**config.mk**
```make
export PLATFORM = sky130hd
export DESIGN_NAME = mult_pipe_flat
export DESIGN_NICKNAME = d
export VERILOG_FILES = /design/src/rtl/mult_pipe_pkg.sv /design/src/rtl/mult_pipe_if.sv /design/src/rtl/mult_pipe_stage.sv /design/src/rtl/mult_pipe.sv /design/src/flat_wrapper.sv
export SDC_FILE = /design/constraint.sdc
export NUM_CORES = 2
export LEC_CHECK = 0
export BUFFER_PORTS_ARGS = -buffer_cell sky130_fd_sc_hd__buf_2
export CAP_MARGIN = 20
export CORE_MARGIN = 2
export CORE_UTILIZATION = 35
export CTS_BUF_LIST = sky130_fd_sc_hd__clkbuf_2
export DETAILED_ROUTE_END_ITERATION = 16
export PLACE_DENSITY = 0.48
export SYNTH_ARGS = -nofsm -noshare
export SYNTH_HDL_FRONTEND = slang
export SYNTH_SLANG_ARGS = --single-unit
```
**constraint.sdc**
```tcl
create_clock -name clk -period 10.1 [get_ports clk]
set_input_delay 0 -clock clk [delete_from_list [all_inputs] [get_ports clk]]
set_output_delay 0 -clock clk [all_outputs]
set_load 0.02 [all_outputs]
```
**src/rtl/mult_pipe_pkg.sv**
```systemverilog
// Shared types for the RV32M multiply unit: ALU function codes, pipe sideband packet,
// and the operand-signedness decode used at issue.
package mult_pipe_pkg;

    localparam int unsigned PREG_NUMBER = 64;
    localparam int unsigned PKT_DEST_W  = $clog2(PREG_NUMBER);

    typedef enum logic [4:0] {
        ALU_ADD,
        ALU_SUB,
        ALU_SLT,
        ALU_SLTU,
        ALU_AND,
        ALU_OR,
        ALU_XOR,
        ALU_SLL,
        ALU_SRL,
        ALU_SRA,
        ALU_MUL,
        ALU_MULH,
        ALU_MULHSU,
        ALU_MULHU
    } ALU_FUNC;

    typedef struct packed {
        logic                  valid;
        ALU_FUNC               func;
        logic [PKT_DEST_W-1:0] dest;
    } mult_pkt_t;

    // Returns {opa_signed, opb_signed}.
    function automatic logic [1:0] mult_signed(input ALU_FUNC func);
        case (func)
            ALU_MUL, ALU_MULH: return 2'b11;
            ALU_MULHSU:        return 2'b10;
            default:           return 2'b00;
        endcase
    endfunction

endpackage

```
**src/rtl/mult_pipe_if.sv**
```systemverilog
// Issue / completion bundle between the issue stage, CDB and the multiply unit.
interface mult_pipe_if #(
    parameter int unsigned XLEN      = 32,
    parameter int unsigned PREG_W    = $clog2(mult_pipe_pkg::PREG_NUMBER),
    parameter int unsigned BUF_DEPTH = 8
);
    import mult_pipe_pkg::*;

    logic                           execute_en_i;
    logic [XLEN-1:0]                opa;
    logic [XLEN-1:0]                opb;
    ALU_FUNC                        func;
    logic [PREG_W-1:0]              dest_reg_i;
    logic                           complete_en_i;
    logic                           branch_recover_i;
    logic                           ready_o;
    logic                           done_o;
    logic                           regfile_wr_en_o;
    logic [PREG_W-1:0]              dest_reg_o;
    logic [XLEN-1:0]                result_o;
    logic [$clog2(BUF_DEPTH+1)-1:0] occupancy_o;

    modport slave (
        input  execute_en_i, opa, opb, func, dest_reg_i, complete_en_i, branch_recover_i,
        output ready_o, done_o, regfile_wr_en_o, dest_reg_o, result_o, occupancy_o
    );

    modport master (
        output execute_en_i, opa, opb, func, dest_reg_i, complete_en_i, branch_recover_i,
        input  ready_o, done_o, regfile_wr_en_o, dest_reg_o, result_o, occupancy_o
    );

endinterface

```
**src/rtl/mult_pipe_stage.sv**
```systemverilog
// One multiplier pipeline stage: consumes CHUNK multiplier bits, accumulates the partial
// product and carries the op sideband alongside.
module mult_pipe_stage
    import mult_pipe_pkg::*;
#(
    parameter int unsigned WIDTH = 64,
    parameter int unsigned CHUNK = 16
) (
    input  logic             clk,
    input  logic             reset,
    input  logic             flush,
    input  mult_pkt_t        in_pkt,
    input  logic [WIDTH-1:0] in_prod,
    input  logic [WIDTH-1:0] in_mcand,
    input  logic [WIDTH-1:0] in_mplier,
    output mult_pkt_t        out_pkt,
    output logic [WIDTH-1:0] out_prod,
    output logic [WIDTH-1:0] out_mcand,
    output logic [WIDTH-1:0] out_mplier
);
    mult_pkt_t        pkt_q;
    logic [WIDTH-1:0] prod_q, mcand_q, mplier_q;
    logic [WIDTH-1:0] partial;

    // Product is taken modulo 2^WIDTH, which is exact for the sign-extended operands.
    assign partial = in_mcand * WIDTH'(in_mplier[CHUNK-1:0]);

    always_ff @(posedge clk or negedge reset) begin
        if (!reset) begin
            pkt_q    <= '0;
            prod_q   <= '0;
            mcand_q  <= '0;
            mplier_q <= '0;
        end else begin
            pkt_q       <= in_pkt;
            pkt_q.valid <= in_pkt.valid && !flush;
            prod_q      <= in_prod + partial;
            mcand_q     <= in_mcand << CHUNK;
            mplier_q    <= in_mplier >> CHUNK;
        end
    end

    assign out_pkt    = pkt_q;
    assign out_prod   = prod_q;
    assign out_mcand  = mcand_q;
    assign out_mplier = mplier_q;

endmodule

```
**src/rtl/mult_pipe.sv**
```systemverilog
// Pipelined RV32M multiply unit with credit-based issue and an in-order result buffer
// that drains on CDB grant and is cleared on branch recovery.
module mult_pipe
    import mult_pipe_pkg::*;
#(
    parameter int unsigned XLEN      = 32,
    parameter int unsigned NUM_STAGE = 4,
    parameter int unsigned PREG_W    = $clog2(PREG_NUMBER),
    parameter int unsigned BUF_DEPTH = 8
) (
    input  logic       clk,
    input  logic       reset,
    mult_pipe_if.slave bus
);
    localparam int unsigned PW    = 2 * XLEN;
    localparam int unsigned CHUNK = PW / NUM_STAGE;
    localparam int unsigned PTR_W = (BUF_DEPTH > 1) ? $clog2(BUF_DEPTH) : 1;
    localparam int unsigned CNT_W = $clog2(BUF_DEPTH + 1);

    typedef struct packed {
        logic [PREG_W-1:0] dest;
        logic [XLEN-1:0]   result;
    } entry_t;

    logic            accept, push, pop, ready, done;
    logic            a_signed, b_signed;
    mult_pkt_t       pkt    [NUM_STAGE+1];
    logic [PW-1:0]   prod   [NUM_STAGE+1];
    logic [PW-1:0]   mcand  [NUM_STAGE+1];
    logic [PW-1:0]   mplier [NUM_STAGE+1];
    entry_t          wr_entry;
    entry_t          mem_q  [BUF_DEPTH];
    logic [PTR_W-1:0] wr_ptr_q, wr_ptr_d, rd_ptr_q, rd_ptr_d;
    logic [CNT_W-1:0] fifo_cnt_q, fifo_cnt_d, credit_q, credit_d;

    // Credits cover in-flight ops too, so the buffer never overflows and the pipe never stalls.
    assign ready  = credit_q < CNT_W'(BUF_DEPTH);
    assign done   = fifo_cnt_q != '0;
    assign accept = bus.execute_en_i && ready && !bus.branch_recover_i;
    assign pop    = bus.complete_en_i && done && !bus.branch_recover_i;
    assign push   = pkt[NUM_STAGE].valid && !bus.branch_recover_i;

    assign {a_signed, b_signed} = mult_signed(bus.func);
    assign pkt[0]    = '{valid: accept, func: bus.func, dest: bus.dest_reg_i};
    assign prod[0]   = '0;
    assign mcand[0]  = {{XLEN{a_signed & bus.opa[XLEN-1]}}, bus.opa};
    assign mplier[0] = {{XLEN{b_signed & bus.opb[XLEN-1]}}, bus.opb};

    for (genvar s = 0; s < NUM_STAGE; s++) begin : g_stage
        mult_pipe_stage #(
            .WIDTH (PW),
            .CHUNK (CHUNK)
        ) u_stage (
            .clk        (clk),
            .reset      (reset),
            .flush      (bus.branch_recover_i),
            .in_pkt     (pkt[s]),
            .in_prod    (prod[s]),
            .in_mcand   (mcand[s]),
            .in_mplier  (mplier[s]),
            .out_pkt    (pkt[s+1]),
            .out_prod   (prod[s+1]),
            .out_mcand  (mcand[s+1]),
            .out_mplier (mplier[s+1])
        );
    end

    always_comb begin
        wr_entry.dest = pkt[NUM_STAGE].dest;
        case (pkt[NUM_STAGE].func)
            ALU_MUL:                      wr_entry.result = prod[NUM_STAGE][XLEN-1:0];
            ALU_MULH, ALU_MULHSU, ALU_MULHU: wr_entry.result = prod[NUM_STAGE][PW-1:XLEN];
            default:                      wr_entry.result = XLEN'(32'hfacebeec);
        endcase
    end

    always_comb begin
        wr_ptr_d   = wr_ptr_q;
        rd_ptr_d   = rd_ptr_q;
        fifo_cnt_d = fifo_cnt_q;
        credit_d   = credit_q;
        if (push) wr_ptr_d = (wr_ptr_q == PTR_W'(BUF_DEPTH - 1)) ? '0 : wr_ptr_q + 1'b1;
        if (pop)  rd_ptr_d = (rd_ptr_q == PTR_W'(BUF_DEPTH - 1)) ? '0 : rd_ptr_q + 1'b1;
        case ({push, pop})
            2'b10:   fifo_cnt_d = fifo_cnt_q + 1'b1;
            2'b01:   fifo_cnt_d = fifo_cnt_q - 1'b1;
            default: fifo_cnt_d = fifo_cnt_q;
        endcase
        case ({accept, pop})
            2'b10:   credit_d = credit_q + 1'b1;
            2'b01:   credit_d = credit_q - 1'b1;
            default: credit_d = credit_q;
        endcase
        if (bus.branch_recover_i) begin
            wr_ptr_d   = '0;
            rd_ptr_d   = '0;
            fifo_cnt_d = '0;
            credit_d   = '0;
        end
    end

    always_ff @(posedge clk or negedge reset) begin
        if (!reset) begin
            wr_ptr_q   <= '0;
            rd_ptr_q   <= '0;
            fifo_cnt_q <= '0;
            credit_q   <= '0;
            for (int unsigned i = 0; i < BUF_DEPTH; i++) mem_q[i] <= '0;
        end else begin
            wr_ptr_q   <= wr_ptr_d;
            rd_ptr_q   <= rd_ptr_d;
            fifo_cnt_q <= fifo_cnt_d;
            credit_q   <= credit_d;
            if (push) mem_q[wr_ptr_q] <= wr_entry;
        end
    end

    assign bus.ready_o         = ready;
    assign bus.done_o          = done;
    assign bus.regfile_wr_en_o = pop;
    assign bus.dest_reg_o      = mem_q[rd_ptr_q].dest;
    assign bus.result_o        = mem_q[rd_ptr_q].result;
    assign bus.occupancy_o     = credit_q;

endmodule

```
**src/flat_wrapper.sv**
```systemverilog
// flat-port wrapper written by rule: the top's interface ports become plain ports
module mult_pipe_flat import mult_pipe_pkg::*;
#(
    parameter int unsigned XLEN      = 32,
    parameter int unsigned NUM_STAGE = 4,
    parameter int unsigned PREG_W    = $clog2(PREG_NUMBER),
    parameter int unsigned BUF_DEPTH = 8
)
  (clk, reset, bus_execute_en_i, bus_opa, bus_opb, bus_func, bus_dest_reg_i, bus_complete_en_i, bus_branch_recover_i, bus_ready_o, bus_done_o, bus_regfile_wr_en_o, bus_dest_reg_o, bus_result_o, bus_occupancy_o);
  mult_pipe_if #(.XLEN(XLEN), .PREG_W(PREG_W), .BUF_DEPTH(BUF_DEPTH)) bus_i ();
  input  logic clk;
  input  logic reset;
  input wire logic [$bits(bus_i.execute_en_i)-1:0] bus_execute_en_i;
  input wire logic [$bits(bus_i.opa)-1:0] bus_opa;
  input wire logic [$bits(bus_i.opb)-1:0] bus_opb;
  input wire logic [$bits(bus_i.func)-1:0] bus_func;
  input wire logic [$bits(bus_i.dest_reg_i)-1:0] bus_dest_reg_i;
  input wire logic [$bits(bus_i.complete_en_i)-1:0] bus_complete_en_i;
  input wire logic [$bits(bus_i.branch_recover_i)-1:0] bus_branch_recover_i;
  output wire logic [$bits(bus_i.ready_o)-1:0] bus_ready_o;
  output wire logic [$bits(bus_i.done_o)-1:0] bus_done_o;
  output wire logic [$bits(bus_i.regfile_wr_en_o)-1:0] bus_regfile_wr_en_o;
  output wire logic [$bits(bus_i.dest_reg_o)-1:0] bus_dest_reg_o;
  output wire logic [$bits(bus_i.result_o)-1:0] bus_result_o;
  output wire logic [$bits(bus_i.occupancy_o)-1:0] bus_occupancy_o;
  assign bus_i.execute_en_i = bus_execute_en_i;
  assign bus_i.opa = bus_opa;
  assign bus_i.opb = bus_opb;
  assign bus_i.func = bus_func;
  assign bus_i.dest_reg_i = bus_dest_reg_i;
  assign bus_i.complete_en_i = bus_complete_en_i;
  assign bus_i.branch_recover_i = bus_branch_recover_i;
  assign bus_ready_o = bus_i.ready_o;
  assign bus_done_o = bus_i.done_o;
  assign bus_regfile_wr_en_o = bus_i.regfile_wr_en_o;
  assign bus_dest_reg_o = bus_i.dest_reg_o;
  assign bus_result_o = bus_i.result_o;
  assign bus_occupancy_o = bus_i.occupancy_o;
  mult_pipe #(.XLEN(XLEN), .NUM_STAGE(NUM_STAGE), .PREG_W(PREG_W), .BUF_DEPTH(BUF_DEPTH)) u_core (.clk(clk), .reset(reset), .bus(bus_i));
endmodule
```
# Yosys cells after proc, flatten, opt, wreduce, memory -nomap -nowiden

Index checks and enable logic that the tools add are counted.

Add/sub/neg operators: 9
$mul: 4
$lt $le $gt $ge: 4
Eq/ne operators: 13
Multiplexer cells: 18
Bitwise gates (word level): 4
Reductions and logical operators: 18

Operators by type and width:

| kind                                             | number |
|---|---|
| bitwise mux 304 bit                              | 1 |
| adder 64 bit                                     | 3 |
| binary-select mux 38 bit (select 3 bit)          | 1 |
| demux 38 bit (select 3 bit)                      | 1 |
| 2-to-1 mux 38 bit                                | 3 |
| one-hot mux 32 bit (2 select lines)              | 1 |
| multiplier 33 x 17 -> 50 bit                     | 1 |
| multiplier 48 x 16 -> 48 bit                     | 1 |
| == test 5 x 4 -> 1 bit, second input constant    | 7 |
| multiplier 32 x 16 -> 32 bit                     | 1 |
| 2-to-1 mux 3 bit                                 | 6 |
| multiplier 16 x 1 -> 16 bit                      | 1 |
| one-hot mux 4 bit (2 select lines)               | 2 |
| logical AND 1 bit                                | 10 |
| adder 4 x 1 -> 4 bit, second input constant      | 2 |
| >= comparator 4 bit, second input constant       | 2 |
| 2-to-1 mux 4 bit                                 | 2 |
| inverter 3 -> 4 bit                              | 2 |
| subtractor 4 x 1 -> 4 bit, second input constant | 2 |
| adder 3 x 1 -> 3 bit, second input constant      | 2 |
| == test 3 bit, second input constant             | 2 |
| nonzero test 3 bit                               | 2 |
| == test 2 x 1 -> 1 bit, second input constant    | 2 |
| == test 2 bit, second input constant             | 2 |
| 9 further kinds                                  | 11 |

Register bits: 722
Bits of input ports: 80
Logic and storage cells: 112

# Logic depth before layout (Yosys ltp)

Depth in word-level cells: 6
Mapped depth: 37
Gate-level depth less buffers: 35

# By module

Synthesis repeated with hierarchy kept, for this count alone.

Cell total of the unflattened synthesis: 16053
Area, all modules: 150057.7 um2

By module, submodules not included:

| module                                           | instances | cells an instance | area each (um2) |
|---|---|---|---|
| mult_pipe_stage at u_core.g_stage[0].u_stage ... | 3         | 3683              | 33514.6 |
| mult_pipe_stage at u_core.g_stage[3].u_stage     | 1         | 3672              | 33550.9 |
| mult_pipe                                        | 1         | 1332              | 15962.8 |

# Worst setup path before layout

OpenSTA, ideal clock, no wires.

Path kind: flip-flop to flip-flop
Start point: reg u_core.g_stage[0].u_stage.mplier_q[7]
End point: reg u_core.g_stage[1].u_stage.prod_q[61]
Setup time: 0.080 ns
Arrival: 7.824 ns
Slack: 2.196 ns
Stages on the path, launching flop included: 36
Path buffers: 1
Clock period less this slack: 7.904 ns
Cells stage by stage: dfrtp_1 > clkbuf_1 > nand2_1 > fa_1 > inv_1 > fa_1 > inv_1 > fa_1 > inv_1 > fa_1 > fa_1 > inv_1 > fa_1 > inv_1 > ha_1 > and4_1 > and3_1 > o211ai_1 > a311oi_1 > o31ai_1 > a31oi_2 > a311oi_2 > o21bai_1 > a21oi_1 > xnor2_1 > ha_1 > a21o_1 > a21o_1 > a21oi_1 > nor2b_1 > o21a_1 > o21a_1 > o21ai_0 > nand2b_1 > a41oi_1 > xnor2_1

Longest elaborated chain between the ends: 2

Ends and longest elaborated chain:

| what                         | line                  | RTL |
|---|---|---|
| from (decl)                  | mult_pipe_stage.sv:22 | `logic [WIDTH-1:0] prod_q, mcand_q, mplier_q;` |
| from (signal assigned)       | mult_pipe_stage.sv:39 | `mplier_q <= in_mplier >> CHUNK;` |
| multiplier 48 x 16 -> 48 bit | mult_pipe_stage.sv:26 | `assign partial = in_mcand * WIDTH'(in_mplier[CHUNK-1:0]);` |
| adder 64 bit                 | mult_pipe_stage.sv:37 | `prod_q <= in_prod + partial;` |
| to (signal assigned)         | mult_pipe_stage.sv:37 |  |
| to (decl)                    | mult_pipe_stage.sv:22 |  |

No other way between the ends.
A chain may end at the register's enable or synchronous reset.

# Worst setup path after layout

Start point: reg u_core.g_stage[0].u_stage.mcand_q[26]
End point: reg u_core.g_stage[1].u_stage.prod_q[61]

Longest elaborated chain between the ends: 2

Ends and longest elaborated chain:

| what                         | line                  | RTL |
|---|---|---|
| from (decl)                  | mult_pipe_stage.sv:22 |  |
| from (signal assigned)       | mult_pipe_stage.sv:38 | `mcand_q <= in_mcand << CHUNK;` |
| multiplier 48 x 16 -> 48 bit | mult_pipe_stage.sv:26 |  |
| adder 64 bit                 | mult_pipe_stage.sv:37 |  |

No other way between the ends.

==> impl_metrics.xml <==
<?xml version="1.0" encoding="UTF-8"?>
<metrics>
  <group name="run_status">
    <metric name="status" unit="">completed</metric>
  </group>
  <group name="critical_path">
    <metric name="cpPeakStageDelay" unit="ns">1.01</metric>
    <metric name="worstSetupEndpointType" unit="">flip-flop</metric>
    <metric name="worst_setup_path_startpoint" unit="">u_core.g_stage[0].u_stage.out_mcand[26]</metric>
    <metric name="crit_type" unit="">reg -&gt; reg</metric>
    <metric name="slowest_stage" unit="">sky130_fd_sc_hd__dfrtp_1</metric>
    <metric name="crit_path_max_fanout" unit="">17</metric>
    <metric name="r2r.worst_path.cells" unit="">30</metric>
    <metric name="r2r_start" unit="">u_core.g_stage[0].u_stage.out_mcand[26]</metric>
    <metric name="worst_ep_required_time" unit="ns">11.58</metric>
    <metric name="worst_path_most_repeated_cell" unit="">sky130_fd_sc_hd__fa_1</metric>
    <metric name="crit_path_start_kind" unit="">flip-flop</metric>
    <metric name="regToRegEndpoint" unit="">u_core.g_stage[1].u_stage.out_prod[61]</metric>
    <metric name="reg2reg_slack" unit="ns">0.83</metric>
    <metric name="worst_ep_arrival_time" unit="ns">10.75</metric>
  </group>
  <group name="clocking">
    <metric name="cts_max_path_buffers" unit="">3</metric>
    <metric name="worstSkewPairLatency" unit="ns">1.62</metric>
    <metric name="tritoncts" unit="">built</metric>
    <metric name="clock-root-buffer" unit="">sky130_fd_sc_hd__clkbuf_2</metric>
    <metric name="clock_sinks" unit="">708</metric>
    <metric name="htree_levels" unit="">4</metric>
    <metric name="cts_made_buffers" unit="">191</metric>
    <metric name="clk_transition_reported_paths" unit="ns">0.10</metric>
    <metric name="post_cts_resized" unit="">0</metric>
  </group>
  <group name="worst_hold_path">
    <metric name="hold_end" unit="">u_core.g_stage[0].u_stage.out_mplier[9]</metric>
    <metric name="worst_hold_path_type" unit="">in -&gt; reg</metric>
    <metric name="hold_path_depth" unit="">4</metric>
    <metric name="worst_hold_startpoint" unit="">bus_opb[25]</metric>
  </group>
  <group name="cells_and_area">
    <metric name="layout_commonest_cell" unit="">sky130_fd_sc_hd__inv_1</metric>
    <metric name="final_cell_area" unit="µm²">78790</metric>
    <metric name="number_of_fill_cells" unit="">20110</metric>
    <metric name="fraction_of_final_layout_cells_with_drive_strength_greater_than_1" unit="%">9.365</metric>
    <metric name="final_nets" unit="">8984</metric>
    <metric name="layout.cells.most_common_list" unit="">1339 x sky130_fd_sc_hd__inv_1, 1208 x sky130_fd_sc_hd__fa_1, 912 x sky130_fd_sc_hd__nand2_1</metric>
    <metric name="syn2layout_area_growth" unit="%">10.75</metric>
  </group>
  <group name="routing">
    <metric name="via_count_of_the_routed_design" unit="">48900</metric>
    <metric name="route.detailed.vias_per_inst" unit="">4.814</metric>
    <metric name="drc" unit="">0</metric>
    <metric name="dr.first_iter.drc_count" unit="">2451</metric>
    <metric name="router_iterations_before_antenna_repair" unit="">7</metric>
    <metric name="post_drt_wl_per_cell" unit="µm">19.58</metric>
    <metric name="wirelength" unit="µm">198900</metric>
    <metric name="detail-route-antenna-nets" unit="">0</metric>
  </group>
  <group name="global_routing">
    <metric name="grt_pass1_wl" unit="µm">316500</metric>
    <metric name="first_global_vias" unit="">54390</metric>
    <metric name="track_usage" unit="%">19.86</metric>
    <metric name="antenna_found_initial" unit="">9</metric>
    <metric name="grt_start_max_net_pins" unit="">148</metric>
    <metric name="grt_overflow_total" unit="">0</metric>
  </group>
  <group name="floorplan">
    <metric name="core.rowCount" unit="">165</metric>
    <metric name="placeable_core_area" unit="µm²">202100</metric>
    <metric name="die_area" unit="µm²">206900</metric>
    <metric name="dieWidth" unit="µm">454.8</metric>
    <metric name="chipHeight" unit="µm">454.8</metric>
    <metric name="ios" unit="">125</metric>
    <metric name="initial_standard_cell_utilization_of_the_core" unit="%">35.20</metric>
  </group>
  <group name="timing">
    <metric name="slew_headroom" unit="%">26.03</metric>
    <metric name="layout_worst_path_cycle_share" unit="%">91.78</metric>
    <metric name="fin_setup_tns" unit="ns">0</metric>
    <metric name="tightest_slew" unit="ns">1.095</metric>
    <metric name="clock.fmax" unit="MHz">107.9</metric>
    <metric name="clock_skew" unit="ns">0.1378</metric>
    <metric name="slew_violations" unit="">0</metric>
    <metric name="report.final.setup_viol" unit="">0</metric>
    <metric name="final_min_period" unit="ns">9.270</metric>
    <metric name="finalHoldViolCount" unit="">0</metric>
    <metric name="rsz_0062_raised_after_global_routing" unit="">no</metric>
  </group>
  <group name="placement">
    <metric name="place.port_buffers" unit="">124</metric>
    <metric name="placed_area" unit="µm²">74620</metric>
    <metric name="post-dp-hpwl" unit="µm">148700</metric>
    <metric name="finalWeightedCongestion" unit="">0.8741</metric>
  </group>
  <group name="logic_synthesis">
    <metric name="sequential_element_share_of_the_synthesized_area" unit="%">24.91</metric>
    <metric name="synth-async-reset-ratio" unit="%">100.0</metric>
    <metric name="synth.cell_area" unit="µm²">71140</metric>
    <metric name="synth_warnings" unit="">0</metric>
    <metric name="postSynth.topFlopCell" unit="">sky130_fd_sc_hd__dfrtp_1</metric>
    <metric name="synth_enable_flop_cells" unit="">0</metric>
    <metric name="post_synth.cell_area_avg" unit="µm²">10.16</metric>
    <metric name="syn_nets" unit="">8652</metric>
    <metric name="yosys.cell_types.count" unit="">78</metric>
    <metric name="syn_inst" unit="">7002</metric>
    <metric name="synth-seq-cells" unit="">708</metric>
  </group>
  <group name="job">
    <metric name="timing.max_cap.violations" unit="">0</metric>
  </group>
</metrics>
[metrics by stage]
step                hold slack (ns)  setup slack (ns)  cells  utilization (%)
floorplan                   -0.2956             2.196   7002                -
finish                       0.2680            0.8304  10160            38.98
CTS                        0.009917            0.8497  10150            38.97
global route                 0.1117            0.3389  10150            38.97
global placement             0.1107             1.012   9579            36.91
detailed placement           0.1098            0.9199   9580            36.92
[worst max path at each step]
stage / slack (ns) / end / cells past startpoint
floorplan: 2.20 / u_core.g_stage[1].u_stage.out_prod[61] / 35
global placement: 1.01 / u_core.g_stage[1].u_stage.out_prod[61] / 30
detailed placement: 0.92 / u_core.g_stage[1].u_stage.out_prod[61] / 30
CTS: 0.85 / u_core.g_stage[1].u_stage.out_prod[61] / 30
global route: 0.34 / u_core.g_stage[1].u_stage.out_prod[61] / 33
finish: 0.83 / u_core.g_stage[1].u_stage.out_prod[61] / 30
[flip-flops by register name (all words and copies together) (netlist names)]
signal and flops:
u_core.rd_ptr_q 3, u_core.g_stage.u_stage.out_mcand 81, u_core.mem_q 304, u_core.bus.occupancy_o 4, u_core.g_stage.u_stage.out_pkt 48, u_core.fifo_cnt_q 4, u_core.g_stage.u_stage.out_prod 242, u_core.g_stage.u_stage.out_mplier 19
u_core.wr_ptr_q 3
[cell type report]
type | instances | area, µm² | share of cell area (%)
multi-input cells | 4674 | 47390 | 60.15
clock buffers | 280 | 1401 | 1.779
repair buffers | 420 | 3482 | 4.420
diodes | 10 | 25.02 | 0.03176
well taps | 2672 | 3343 | 4.243
inverters | 1339 | 5026 | 6.379
clock inverters | 54 | 389.1 | 0.4939
flip-flops and latches | 708 | 17730 | 22.50
[logic make-up (layout without fill, tap and decap cells)]
| family | count (synthesis) | count (layout) | share of synthesized area (%) |
|---|---|---|---|
| simple gates | 1832 | 1832 | 11.90 |
| buf+inv | 1620 | 2093 | 8.548 |
| fa+ha+maj | 1570 | 1570 | 40.36 |
| compound gates | 847 | 847 | 7.268 |
| flops | 708 | 708 | 24.91 |
| xor+xnor | 257 | 257 | 3.164 |
| mux | 168 | 168 | 3.852 |
| other cells | 0 | 10 | 0 |
[cell usage after synthesis (all sizes together), types with 18 or more instances]
library cell	count	area, µm²
xnor2	200	1752
and2	426	2665
a21oi	303	1520
ha	362	4529
nand4	23	143.9
nand2b	32	200.2
and3	18	112.6
a21o	88	660.6
nand2	913	3427
a211oi	22	165.2
clkbuf	273	1025
o21bai	31	232.7
a22o	23	201.4
nor3	31	160.1
nor2	274	1028
nor2b	29	181.4
inv	1339	5026
fa	1208	24180
mux4	76	1712
o21ai	241	1210
nand3	38	190.2
dfrtp	708	17720
o21a	26	195.2
mux2	86	968.4
xor2	57	499.2
[critical path: cells and delay by family (launching register included)]
kind / cells / cell delay, ns
AO/OA/AOI/OAI: 12 / 2.85
XOR/XNOR: 2 / 0.30
adder cells (fa/ha/maj): 8 / 3.79
buffers and inverters: 4 / 0.34
flip-flops: 1 / 1.01
AND/OR/NAND/NOR: 4 / 0.83
[metal layers]
layer | vias up | global-route usage, % | share of wire (%)
met5 | - | 0 | 0
met4 | 0 | 4.770 | 1.8
met3 | 255 | 2.838 | 4.2
met2 | 1030 | 33.95 | 49
met1 | 25330 | 26.56 | 45
li1 | 22280 | - | -
[repair_timing]
action,4_1_cts,5_1_grt
endpoints found under the setup margin,0,0
hold endpoints to repair,1039,0
buffers inserted,0,0
hold buffers,233,0
Power is left out: the tool's default activity adds up to more than one toggle a clock period on the data nets, which glitch-free logic cannot reach.
